`src/rtl/falafel_resp_router.sv`:
```
// Pairs in-order core responses with pending message IDs and steers each tagged
// response into one of NUM_CHANNELS independent per-requester output FIFOs.
module falafel_resp_router #(
  parameter int DATA_W       = 64,
  parameter int MSG_ID_SIZE  = 8,
  parameter int NUM_CHANNELS = 2,
  parameter int CHAN_DEPTH   = 4,
  parameter int TAG_DEPTH    = 8
) (
  input  logic                                     clk_i,
  input  logic                                     rst_ni,
  input  logic                                     flush_i,
  input  logic                                     tag_val_i,
  output logic                                     tag_rdy_o,
  input  logic [MSG_ID_SIZE-1:0]                   tag_id_i,
  input  logic                                     in_val_i,
  output logic                                     in_rdy_o,
  input  logic [DATA_W-1:0]                        in_data_i,
  output logic [NUM_CHANNELS-1:0]                  out_val_o,
  input  logic [NUM_CHANNELS-1:0]                  out_rdy_i,
  output logic [NUM_CHANNELS-1:0][DATA_W-1:0]      out_data_o,
  output logic [NUM_CHANNELS-1:0][MSG_ID_SIZE-1:0] out_id_o,
  output logic [$clog2(TAG_DEPTH):0]               pending_o
);

  localparam int CHAN_W  = (NUM_CHANNELS > 1) ? $clog2(NUM_CHANNELS) : 1;
  localparam int TAG_AW  = $clog2(TAG_DEPTH);
  localparam int CHAN_AW = $clog2(CHAN_DEPTH);

  logic [MSG_ID_SIZE-1:0]  tag_mem [TAG_DEPTH];
  logic [TAG_AW-1:0]       tag_wptr, tag_rptr;
  logic [TAG_AW:0]         tag_cnt;
  logic                    tag_empty, tag_full, tag_push, tag_pop;
  logic [MSG_ID_SIZE-1:0]  tag_head;
  logic [CHAN_W-1:0]       sel;
  logic [NUM_CHANNELS-1:0] sel_oh, chan_full;
  logic                    in_accept;

  assign tag_empty = (tag_cnt == '0);
  assign tag_full  = (tag_cnt == (TAG_AW+1)'(TAG_DEPTH));
  assign tag_head  = tag_mem[tag_rptr];
  assign tag_rdy_o = !tag_full;
  assign tag_push  = tag_val_i && tag_rdy_o;
  assign pending_o = tag_cnt;

  generate
    if (NUM_CHANNELS == 1) begin : g_sel_single
      assign sel = '0;
    end else begin : g_sel_multi
      assign sel = tag_head[CHAN_W-1:0];
    end
  endgenerate

  always_comb begin
    sel_oh = '0;
    for (int c = 0; c < NUM_CHANNELS; c++) begin
      sel_oh[c] = (sel == CHAN_W'(c));
    end
  end

  // Only the channel addressed by the head tag can back-pressure the core.
  assign in_rdy_o  = !tag_empty && !(|(chan_full & sel_oh));
  assign in_accept = in_val_i && in_rdy_o;
  assign tag_pop   = in_accept;

  always_ff @(posedge clk_i or negedge rst_ni) begin
    if (!rst_ni) begin
      tag_wptr <= '0;
      tag_rptr <= '0;
      tag_cnt  <= '0;
    end else if (flush_i) begin
      tag_wptr <= '0;
      tag_rptr <= '0;
      tag_cnt  <= '0;
    end else begin
      if (tag_push) tag_wptr <= tag_wptr + 1'b1;
      if (tag_pop)  tag_rptr <= tag_rptr + 1'b1;
      if (tag_push && !tag_pop)      tag_cnt <= tag_cnt + 1'b1;
      else if (!tag_push && tag_pop) tag_cnt <= tag_cnt - 1'b1;
    end
  end

  always_ff @(posedge clk_i) begin
    if (tag_push) tag_mem[tag_wptr] <= tag_id_i;
  end

  generate
    for (genvar c = 0; c < NUM_CHANNELS; c++) begin : g_chan
      logic [DATA_W-1:0]      data_mem [CHAN_DEPTH];
      logic [MSG_ID_SIZE-1:0] id_mem   [CHAN_DEPTH];
      logic [CHAN_AW-1:0]     wptr, rptr;
      logic [CHAN_AW:0]       cnt;
      logic                   push, pop, val;

      assign val          = (cnt != '0);
      assign chan_full[c] = (cnt == (CHAN_AW+1)'(CHAN_DEPTH));
      assign push         = in_accept && sel_oh[c];
      assign pop          = val && out_rdy_i[c];
      assign out_val_o[c] = val;
      // Heads are gated so reset and empty channels present zeros.
      assign out_data_o[c] = val ? data_mem[rptr] : '0;
      assign out_id_o[c]   = val ? id_mem[rptr]   : '0;

      always_ff @(posedge clk_i or negedge rst_ni) begin
        if (!rst_ni) begin
          wptr <= '0;
          rptr <= '0;
          cnt  <= '0;
        end else if (flush_i) begin
          wptr <= '0;
          rptr <= '0;
          cnt  <= '0;
        end else begin
          if (push) wptr <= wptr + 1'b1;
          if (pop)  rptr <= rptr + 1'b1;
          if (push && !pop)      cnt <= cnt + 1'b1;
          else if (!push && pop) cnt <= cnt - 1'b1;
        end
      end

      always_ff @(posedge clk_i) begin
        if (push) begin
          data_mem[wptr] <= in_data_i;
          id_mem[wptr]   <= tag_head;
        end
      end
    end
  endgenerate

endmodule

```
`config.mk`:
```
export PLATFORM = sky130hd
export DESIGN_NAME = falafel_resp_router
export DESIGN_NICKNAME = d
export VERILOG_FILES = /design/src/rtl/falafel_resp_router.sv
export SDC_FILE = /design/constraint.sdc
export NUM_CORES = 1
export LEC_CHECK = 0
export ABC_AREA = 1
export BUFFER_PORTS_ARGS = -buffer_cell sky130_fd_sc_hd__clkbuf_2
export CORE_ASPECT_RATIO = 1.1
export CORE_MARGIN = 2
export CORE_UTILIZATION = 27
export CTS_CLUSTER_DIAMETER = 80
export DETAILED_ROUTE_END_ITERATION = 8
export GPL_TIMING_DRIVEN = 0
export PLACE_DENSITY_LB_ADDON = 0.08
export SLEW_MARGIN = 30
export SYNTH_ARGS = -nofsm -noshare
export SYNTH_HDL_FRONTEND = slang
export SYNTH_SLANG_ARGS = --single-unit
export TNS_END_PERCENT = 30
```
`constraint.sdc`:
```
create_clock -name clk_i -period 6.7 [get_ports clk_i]
set_input_delay 2.01 -clock clk_i [delete_from_list [all_inputs] [get_ports clk_i]]
set_output_delay 2.01 -clock clk_i [all_outputs]
set_load 0.005 [all_outputs]
```
# After elaboration in Yosys (flattened, before gate mapping)
# Memories as Yosys holds them, arrays and structs flattened.
# Index checks and enable logic that the tools add are counted.
[classes]
addsub = 12
eq_ne = 3
muxes = 31
bitwise = 2
reduce_logical = 35
[op_table]
columns = ["op", "n"]
rows = [
  ["$mux W64", 2],
  ["$mux W3", 10],
  ["$mux W2", 8],
  ["$mux W8", 2],
  ["$reduce_bool A3 Y1", 5],
  ["$logic_and A1 B1 Y1", 13],
  ["$add A3 B1 Y3 const B", 4],
  ["$mux W4", 3],
  ["$reduce_bool A2 Y1", 6],
  ["$logic_not A1 Y1", 9],
  ["$add A2 B1 Y2 const B", 4],
  ["$eq A3 B3 Y1 const B", 2],
  ["$mux W1", 6],
  ["$sub A3 B1 Y3 const B", 2],
  ["$add A4 B1 Y4 const B", 1],
  ["$eq A4 B4 Y1 const B", 1],
  ["$logic_not A4 Y1", 1],
  ["$sub A4 B1 Y4 const B", 1],
  ["$and A2 B2 Y2", 1],
  ["$reduce_or A2 Y1", 1],
  ["$not A1 Y1", 1],
]
[word_totals]
register_bits = 24
ram_bits = 640
input_bits = 79
wordCells = 97
memories = 5
[mem_list]
columns = ["name", "depth", "width", "read_ports", "rd_clocked_by_memory_dff", "write_ports", "line", "rtl"]
rows = [
  ["g_chan[0].data_mem", 4, 64, 1, 0, 1, "89", "logic [DATA_W-1:0] data_mem [CHAN_DEPTH];"],
  ["g_chan[1].data_mem", 4, 64, 1, 0, 1, "89", ""],
  ["tag_mem", 8, 8, 1, 0, 1, "30", "logic [MSG_ID_SIZE-1:0] tag_mem [TAG_DEPTH];"],
  ["g_chan[0].id_mem", 4, 8, 1, 0, 1, "90", "logic [MSG_ID_SIZE-1:0] id_mem [CHAN_DEPTH];"],
  ["g_chan[1].id_mem", 4, 8, 1, 0, 1, "90", ""],
]

# Longest topological paths before layout
# Gate-level depths: netlist of the first run.
# An unclocked memory read counts as a cell.
[depth]
word_depth = 13
mapped_depth = 19
depth_no_buf = 18

# Worst setup path after synthesis of the first run
# No wires, ideal clock.
[synth_timing]
path_kind = "input to register"
from = "in in_val_i"
to = "mem g_chan[0].data_mem[0][0] (enable)"
t_arrival_ns = 5.429
required_ns = 6.198
path_slack_ns = 0.769
path_stages = 5
n_path_buf = 1
path_cell_list = "inv_1 nor2_2 buf_6 nand2_4 nor2_1"
[synth_between]
elab_chain_len = 4
[synth_rtl]
columns = ["item", "line", "rtl"]
rows = [
  ["start: declaration", "16", "input logic in_val_i,"],
  ["$logic_and A1 B1 Y1", "63", "assign in_accept = in_val_i && in_rdy_o;"],
  ["$logic_and A1 B1 Y1", "97", "assign push = in_accept && sel_oh[c];"],
  ["$mux W1", "122", "if (push) begin"],
  ["$mux W1 (not written as such)", "123", "data_mem[wptr] <= in_data_i;"],
  ["end: declaration", "89", ""],
]
# Every way passes these cells.

==> impl_metrics.json, run 1 <==
{
  "synth_cells": 2104,
  "drt_iter0_drc": 1163,
  "mostFrequentLayoutCell": "edfxtp_1",
  "row_count": 119,
  "fin_area_um2": 32400,
  "crit_family": "buffers and inverters",
  "yosysSeqAreaShare": 0.757,
  "firstDrtPassIters": 5,
  "drv_slew": 0,
  "worst_pin_slew_ns": 0.961,
  "crit_arrival_ns": 3.92,
  "detail_route.wl_per_cell_um": 21.5,
  "dp_hpwl_um": 55100,
  "placed_cells": 3643,
  "root_buffer": "clkbuf_16",
  "use_met2": 0.276,
  "drc": 0,
  "yosysTopAreaCellShare": 0.734,
  "cellLeakagePower_uw": 0.0113,
  "synth_fp_nets": 2198,
  "syn_to_final_growth_pct": 23.8,
  "yosysWarnings": 0,
  "fin_crit_ns": 5.93,
  "path_clk_slew_ns": 0.06,
  "die_x_um": 301,
  "cts_tree": "yes",
  "power_density_nw_per_um2": 416,
  "fmaxAchievable_mhz": 169,
  "hold_path_class": "reg -> reg",
  "globalRouteTotalUtil": 0.161,
  "reg2reg_slack_ns": 3.68,
  "core_area_um2": 95900,
  "worstSetupPathDepth": 8,
  "r2r_start": "tag_rptr[1]",
  "synthesis.area_um2": 26200,
  "drive_gt1_frac": 0.164,
  "met3_usage": 0.0317,
  "cp-start-kind": "flop",
  "cp_data_required_time_ns": 4.69,
  "io_buffers": 230,
  "nNetsFinal": 2544,
  "antenna_found_initial": 5,
  "async_reset_ff_frac": 0.0361,
  "die_h_um": 331,
  "crit_path_max_incr_delay_ns": 0.73,
  "reg2reg_to": "g_chan[0].data_mem[1][16]",
  "critPathKind": "reg -> out",
  "slew_headroom": 0.356,
  "grt-busiest-layer": "met2",
  "cts_buffer_depth": 3,
  "syn_area_per_cell_um2": 12.4,
  "status": "finished, final reports clean",
  "cts_sinks": 664,
  "crit_path_end": "out_data_o[44]",
  "cts_made_buffers": 75,
  "holdWs_ns": 0.519,
  "timing.final.crit_share": 0.885,
  "use_met1": 0.210,
  "fin_tns_setup_ns": 0,
  "dieArea_um2": 99500,
  "critPathBufInv": 4,
  "clk_latency_ns": 0.62,
  "final_cell_count_no_fill": 3779,
  "cp-end-kind": "output port",
  "gp_congestion": 0.750,
  "htreeDepth": 3,
  "worstPathCellList": "clkbuf_1 -> clkbuf_1 -> buf_1 -> nor2_1 -> nor2_1 -> o21ai_0 -> a21oi_1 -> clkbuf_2",
  "vdd_drop_max_mv": 0.166,
  "setup_viol": 0,
  "rsz0062_at_grt": "false",
  "layout_common_cells": "edfxtp_1, nor2_1, o21ai_0",
  "critPathLaunch": "g_chan[0].rptr[0]",
  "ys_ff_latch": 664,
  "finalClockSkew_ns": 0.0220,
  "overflow": 0,
  "grt_pass1_vias": 16900,
  "start_util": 0.273,
  "ant_nets": 0,
  "hold_viol": 0,
  "wl_um": 81200,
  "post_cts_buffers": 0,
  "grt_max_degree": 25,
  "reg2reg_depth": 14,
  "grt_pass1_wl_um": 117000,
  "synth_top_area_cell": "edfxtp_1",
  "holdBufCountCts": 0,
  "placed_area_um2": 30000,
  "maxCapViolCount": 0,
  "cp_max_fo": 10,
  "viasPerCell": 4.49,
  "synth_cell_types": 33,
  "synthTopCellsByArea": "edfxtp_1, nor2_1, o21ai_0",
  "cp_slowest_cell": "clkbuf_1",
  "cts_resized": 0,
  "synth_flop_cell": "edfxtp_1",
  "via_count": 17000,
  "ioPinCount": 231,
  "synth_edf_count": 640,
  "fin_util": 0.338
}
==> registers in the layout, summed over array words and instances (netlist names) <==
register	flops
g_chan.rptr	4
g_chan.cnt	6
tag_rptr	3
tag_wptr	3
g_chan.wptr	4
tag_mem	64
g_chan.id_mem	64
pending_o	4
g_chan.data_mem	512
==> metrics by stage <==
stage / setup slack, ns / total power [µW]
6_report: 0.773 / 13500
5_1_grt: 0.580 / 14300
4_1_cts: 0.692 / 13800
3_5_place_dp: 1.37 / 9660
3_3_place_gp: -3.00 / 9460
2_1_floorplan: 0.769 / 7290
==> synth_stat cells, types with 2 or more instances <==
master,n
inv_1,51
a21oi_1,151
ha_1,12
nand2_2,4
fa_1,3
o21ai_1,3
dfrtp_1,24
nand4_1,3
nand3_2,5
clkinv_1,3
nor2_1,649
nand2_1,49
inv_2,5
nor3_1,2
nor2_2,3
o22ai_1,9
clkbuf_1,101
nand3_1,18
buf_4,2
edfxtp_1,640
buf_1,18
o21ai_0,328
xor2_1,2
nand2_4,3
a31oi_1,8
==> layout make-up <==
type	instances	area [µm²]
repair buffers	269	2170
multi-input cells	1258	5750
diodes	2	5.00
inverters	59	221
well taps	1270	1590
clock inverters	39	418
flip-flops and latches	664	19800
clock buffers	95	1970
plain buffers	123	484
fillers	9552	63500
==> power breakdown <==
group / switching [µW] / internal, µW / total (µW)
sequential: 117 / 5100 / 5210
clock: 1670 / 2400 / 4070
combinational: 2900 / 1310 / 4210
total: 4690 / 8810 / 13500
==> metal layers <==
layer	wire length (µm)	part of all wire	vias to the layer above
met5	42	0.00052	-
met4	1440	0.018	6
met3	4360	0.054	103
met2	39800	0.49	372
met1	35600	0.44	8340
li1	-	-	8149
==> kinds of logic (layout without fill, tap and decap cells) <==
family                     after synthesis  in the layout  share of synthesized area
adders and majority gates               15             15                    0.00803
and+or+nand+nor                        739            739                      0.111
other                                    0              2                          0
xor gates and xnor gates                 2              2                   0.000669
DFF                                    664            664                      0.757
AOI/OAI and AO/OA                      502            502                     0.0971
buffers and inverters                  182            585                     0.0267
==> worst register-to-register path: stages, from the launching register on <==
cell and delay (ns):
dfrtp_1 0.37, clkbuf_2 0.18, inv_2 0.15, nand3_1 0.13, nand3_2 0.11, nand2_4 0.10, nand2_2 0.08, nand3_2 0.09
nor2_2 0.19, buf_6 0.19, nand2_4 0.13, nor2_4 0.41, buf_16 0.22, buf_16 0.18, buf_16 0.18
==> worst min-delay path by stage <==
stage | startpoint | slack (ns) | to | depth (start not counted)
6_report | g_chan[1].cnt[0] | 0.52 | g_chan[1].cnt[0] | 2
5_1_grt | g_chan[1].cnt[0] | 0.58 | g_chan[1].cnt[0] | 2
4_1_cts | g_chan[1].cnt[0] | 0.53 | g_chan[1].cnt[0] | 2
3_5_place_dp | g_chan[1].cnt[0] | 0.51 | g_chan[1].cnt[0] | 2
3_3_place_gp | g_chan[1].cnt[1] | 0.50 | g_chan[1].cnt[1] | 2
2_1_floorplan | g_chan[1].cnt[1] | 0.47 | g_chan[1].cnt[1] | 2
Note: power is estimated with default switching activity, not from simulation.
==> run 2, diff against run 1 <==
Settings changed: CTS_CLUSTER_SIZE from default to 28.
Clock period 6.7 ns to 5.3 ns, I/O delays scaled along.
==> run 2 against run 1 <==
  * Largest cell class unchanged
  * Non-clock buffer count unchanged
  * Worst setup slack worse by 0.53 ns
  * Highest routed layer unchanged
  * Sequential share of layout area up 1.7 points
  * Final cell count down 1.6%
  * Register-to-register slack worse by 1.4 ns
==> impl_metrics.json, run 2 (synthesized netlist as in run 1, its figures left out) <==
{
  "fin_ws_ns": 0.246,
  "cp_slowest_cell": "clkbuf_2",
  "drive_gt1_frac": 0.158,
  "grt_pass1_wl_um": 116000,
  "critPathKind": "reg -> out",
  "wl_um": 80400,
  "ant_nets": 0,
  "worst_pin_slew_ns": 0.993,
  "seqCellArea_um2": 19800,
  "fin_tns_setup_ns": 0,
  "antenna_found_initial": 6,
  "overflow": 0,
  "cp-start-kind": "flop",
  "nNetsFinal": 2509,
  "cellLeakagePower_uw": 0.0109,
  "status": "finished, final reports clean",
  "drc": 0,
  "power_density_nw_per_um2": 496,
  "cp_data_required_time_ns": 3.71,
  "grt_pass1_vias": 16600,
  "finalClockSkew_ns": 0.0481,
  "fillerInstances": 9597,
  "root_buffer": "clkbuf_16",
  "detail_route.wl_per_cell_um": 21.6,
  "largest_register": "g_chan.data_mem",
  "cts_buffer_depth": 3,
  "timing.final.crit_share": 0.954,
  "layout_common_cells": "edfxtp_1, nor2_1, o21ai_0",
  "worstHoldStart": "g_chan[1].cnt[0]",
  "met3_usage": 0.0256,
  "io_buffers": 230,
  "start_util": 0.273,
  "hold_path_class": "reg -> reg",
  "rsz0062_at_grt": "false",
  "grt_max_degree": 29,
  "die_h_um": 331,
  "die_x_um": 301,
  "core_area_um2": 95900,
  "fin_crit_ns": 5.05,
  "use_met1": 0.210,
  "cp_max_fo": 10,
  "cts_sinks": 664,
  "worst_path_most_repeated_cell": "clkbuf_2",
  "place_ws_ns": 0.391,
  "dieArea_um2": 99500,
  "largestRegisters": "g_chan.data_mem (512), g_chan.id_mem (64), tag_mem (64)",
  "setup_viol": 0,
  "cts_made_buffers": 40,
  "use_met2": 0.276,
  "crit_path_max_incr_delay_ns": 0.53,
  "vdd_drop_max_mv": 0.262,
  "firstDrtPassIters": 5,
  "holdBufCountCts": 0,
  "slew_headroom": 0.335,
  "hold_viol": 0,
  "cts_tree": "yes",
  "ioPinCount": 231,
  "worstPathCellList": "clkbuf_2 -> clkbuf_2 -> buf_1 -> nor2_1 -> nor2_1 -> o21ai_0 -> a21oi_1 -> clkbuf_2",
  "clk_latency_ns": 0.61,
  "r2r_start": "tag_rptr[1]",
  "syn_to_final_growth_pct": 20.5,
  "htreeDepth": 2,
  "mostFrequentLayoutCell": "edfxtp_1",
  "critPathLaunch": "g_chan[1].rptr[0]",
  "final_cell_count_no_fill": 3718,
  "viasPerCell": 4.48,
  "largest_register_ffs": 512,
  "maxCapViolCount": 0,
  "path_clk_slew_ns": 0.11,
  "gp_congestion": 0.750,
  "multiInputGateArea_um2": 5750,
  "dp_hpwl_um": 55100,
  "row_count": 119,
  "globalRouteTotalUtil": 0.159,
  "crit_arrival_ns": 3.46,
  "placed_cells": 3643,
  "cp-end-kind": "output port",
  "grt-busiest-layer": "met2",
  "via_count": 16700,
  "drt_iter0_drc": 1089,
  "fmaxAchievable_mhz": 198,
  "drv_slew": 0
}
run 2: cell count changes in the layout (fill, tap and decap cells not counted), sizes merged:
cell and delta:
clkbuf -52, clkinv -15, inv +8, bufinv -4, clkinvlp +3, diode -1
run 2: what timing repair did:
| item | CTS | global route |
|---|---|---|
| endpoints found under the hold margin | 0 | 0 |
| buffers inserted | 0 | 0 |
| gates resized for setup | 2 | 0 |
| setup endpoints to repair | 45 | 0 |
run 2: area by class of cell:
class | instances | share of cell area
timing repair buffer | 269 | 0.0689
antenna | 1 | 0.0000793
clock buffer | 43 | 0.0334
multi-input combinational | 1258 | 0.182
buffer | 123 | 0.0154
tap | 1270 | 0.0504
sequential | 664 | 0.628
inverter | 59 | 0.00702
clock inverter | 31 | 0.0143
run 2: power by group:
part           total [µW]  leakage, µW  internal, µW  switching [µW]
registers            6580      0.00611          6430             149
logic                5320      0.00405          1660            3660
clock network        3760     0.000722          1760            1990
run 2: worst max-delay path, delay by kind of cell, from the launching register on:
family          cells  cell delay [ns]
simple gates        2             0.21
flops               1             0.37
buf+inv             4             1.73
compound gates      2             0.53
run 2: through the flow:
stage | utilization | hold WS, ns | total power [µW] | cell area, µm²
6_report | 0.329 | 0.530 | 15700 | 31500
5_1_grt | 0.329 | 0.589 | 16600 | 31500
4_1_cts | 0.329 | 0.534 | 16000 | 31500
3_5_place_dp | 0.313 | 0.512 | 12200 | 30000
3_3_place_gp | 0.302 | 0.496 | 12000 | 28900
2_1_floorplan | - | 0.475 | 9210 | 26200
run 2: worst paths after layout:
kind                                        endpoint  slack (ns)  cells past startpoint
max                                  out_data_o[126]        0.25                      8
min                                 g_chan[1].cnt[0]        0.53                      2
max reg2reg                g_chan[0].data_mem[1][28]        2.29                     14
min reg2reg                         g_chan[1].cnt[0]        0.53                      2
max in group asynchronous           g_chan[0].cnt[0]        3.80                      1
min in group asynchronous          g_chan[1].wptr[0]        1.02                      1
run 2: metal layers:
layer,vias to the layer above,share of wire
li1,8042,-
met1,8223,0.45
met2,315,0.50
met3,70,0.042
met4,6,0.015
met5,-,0.00050
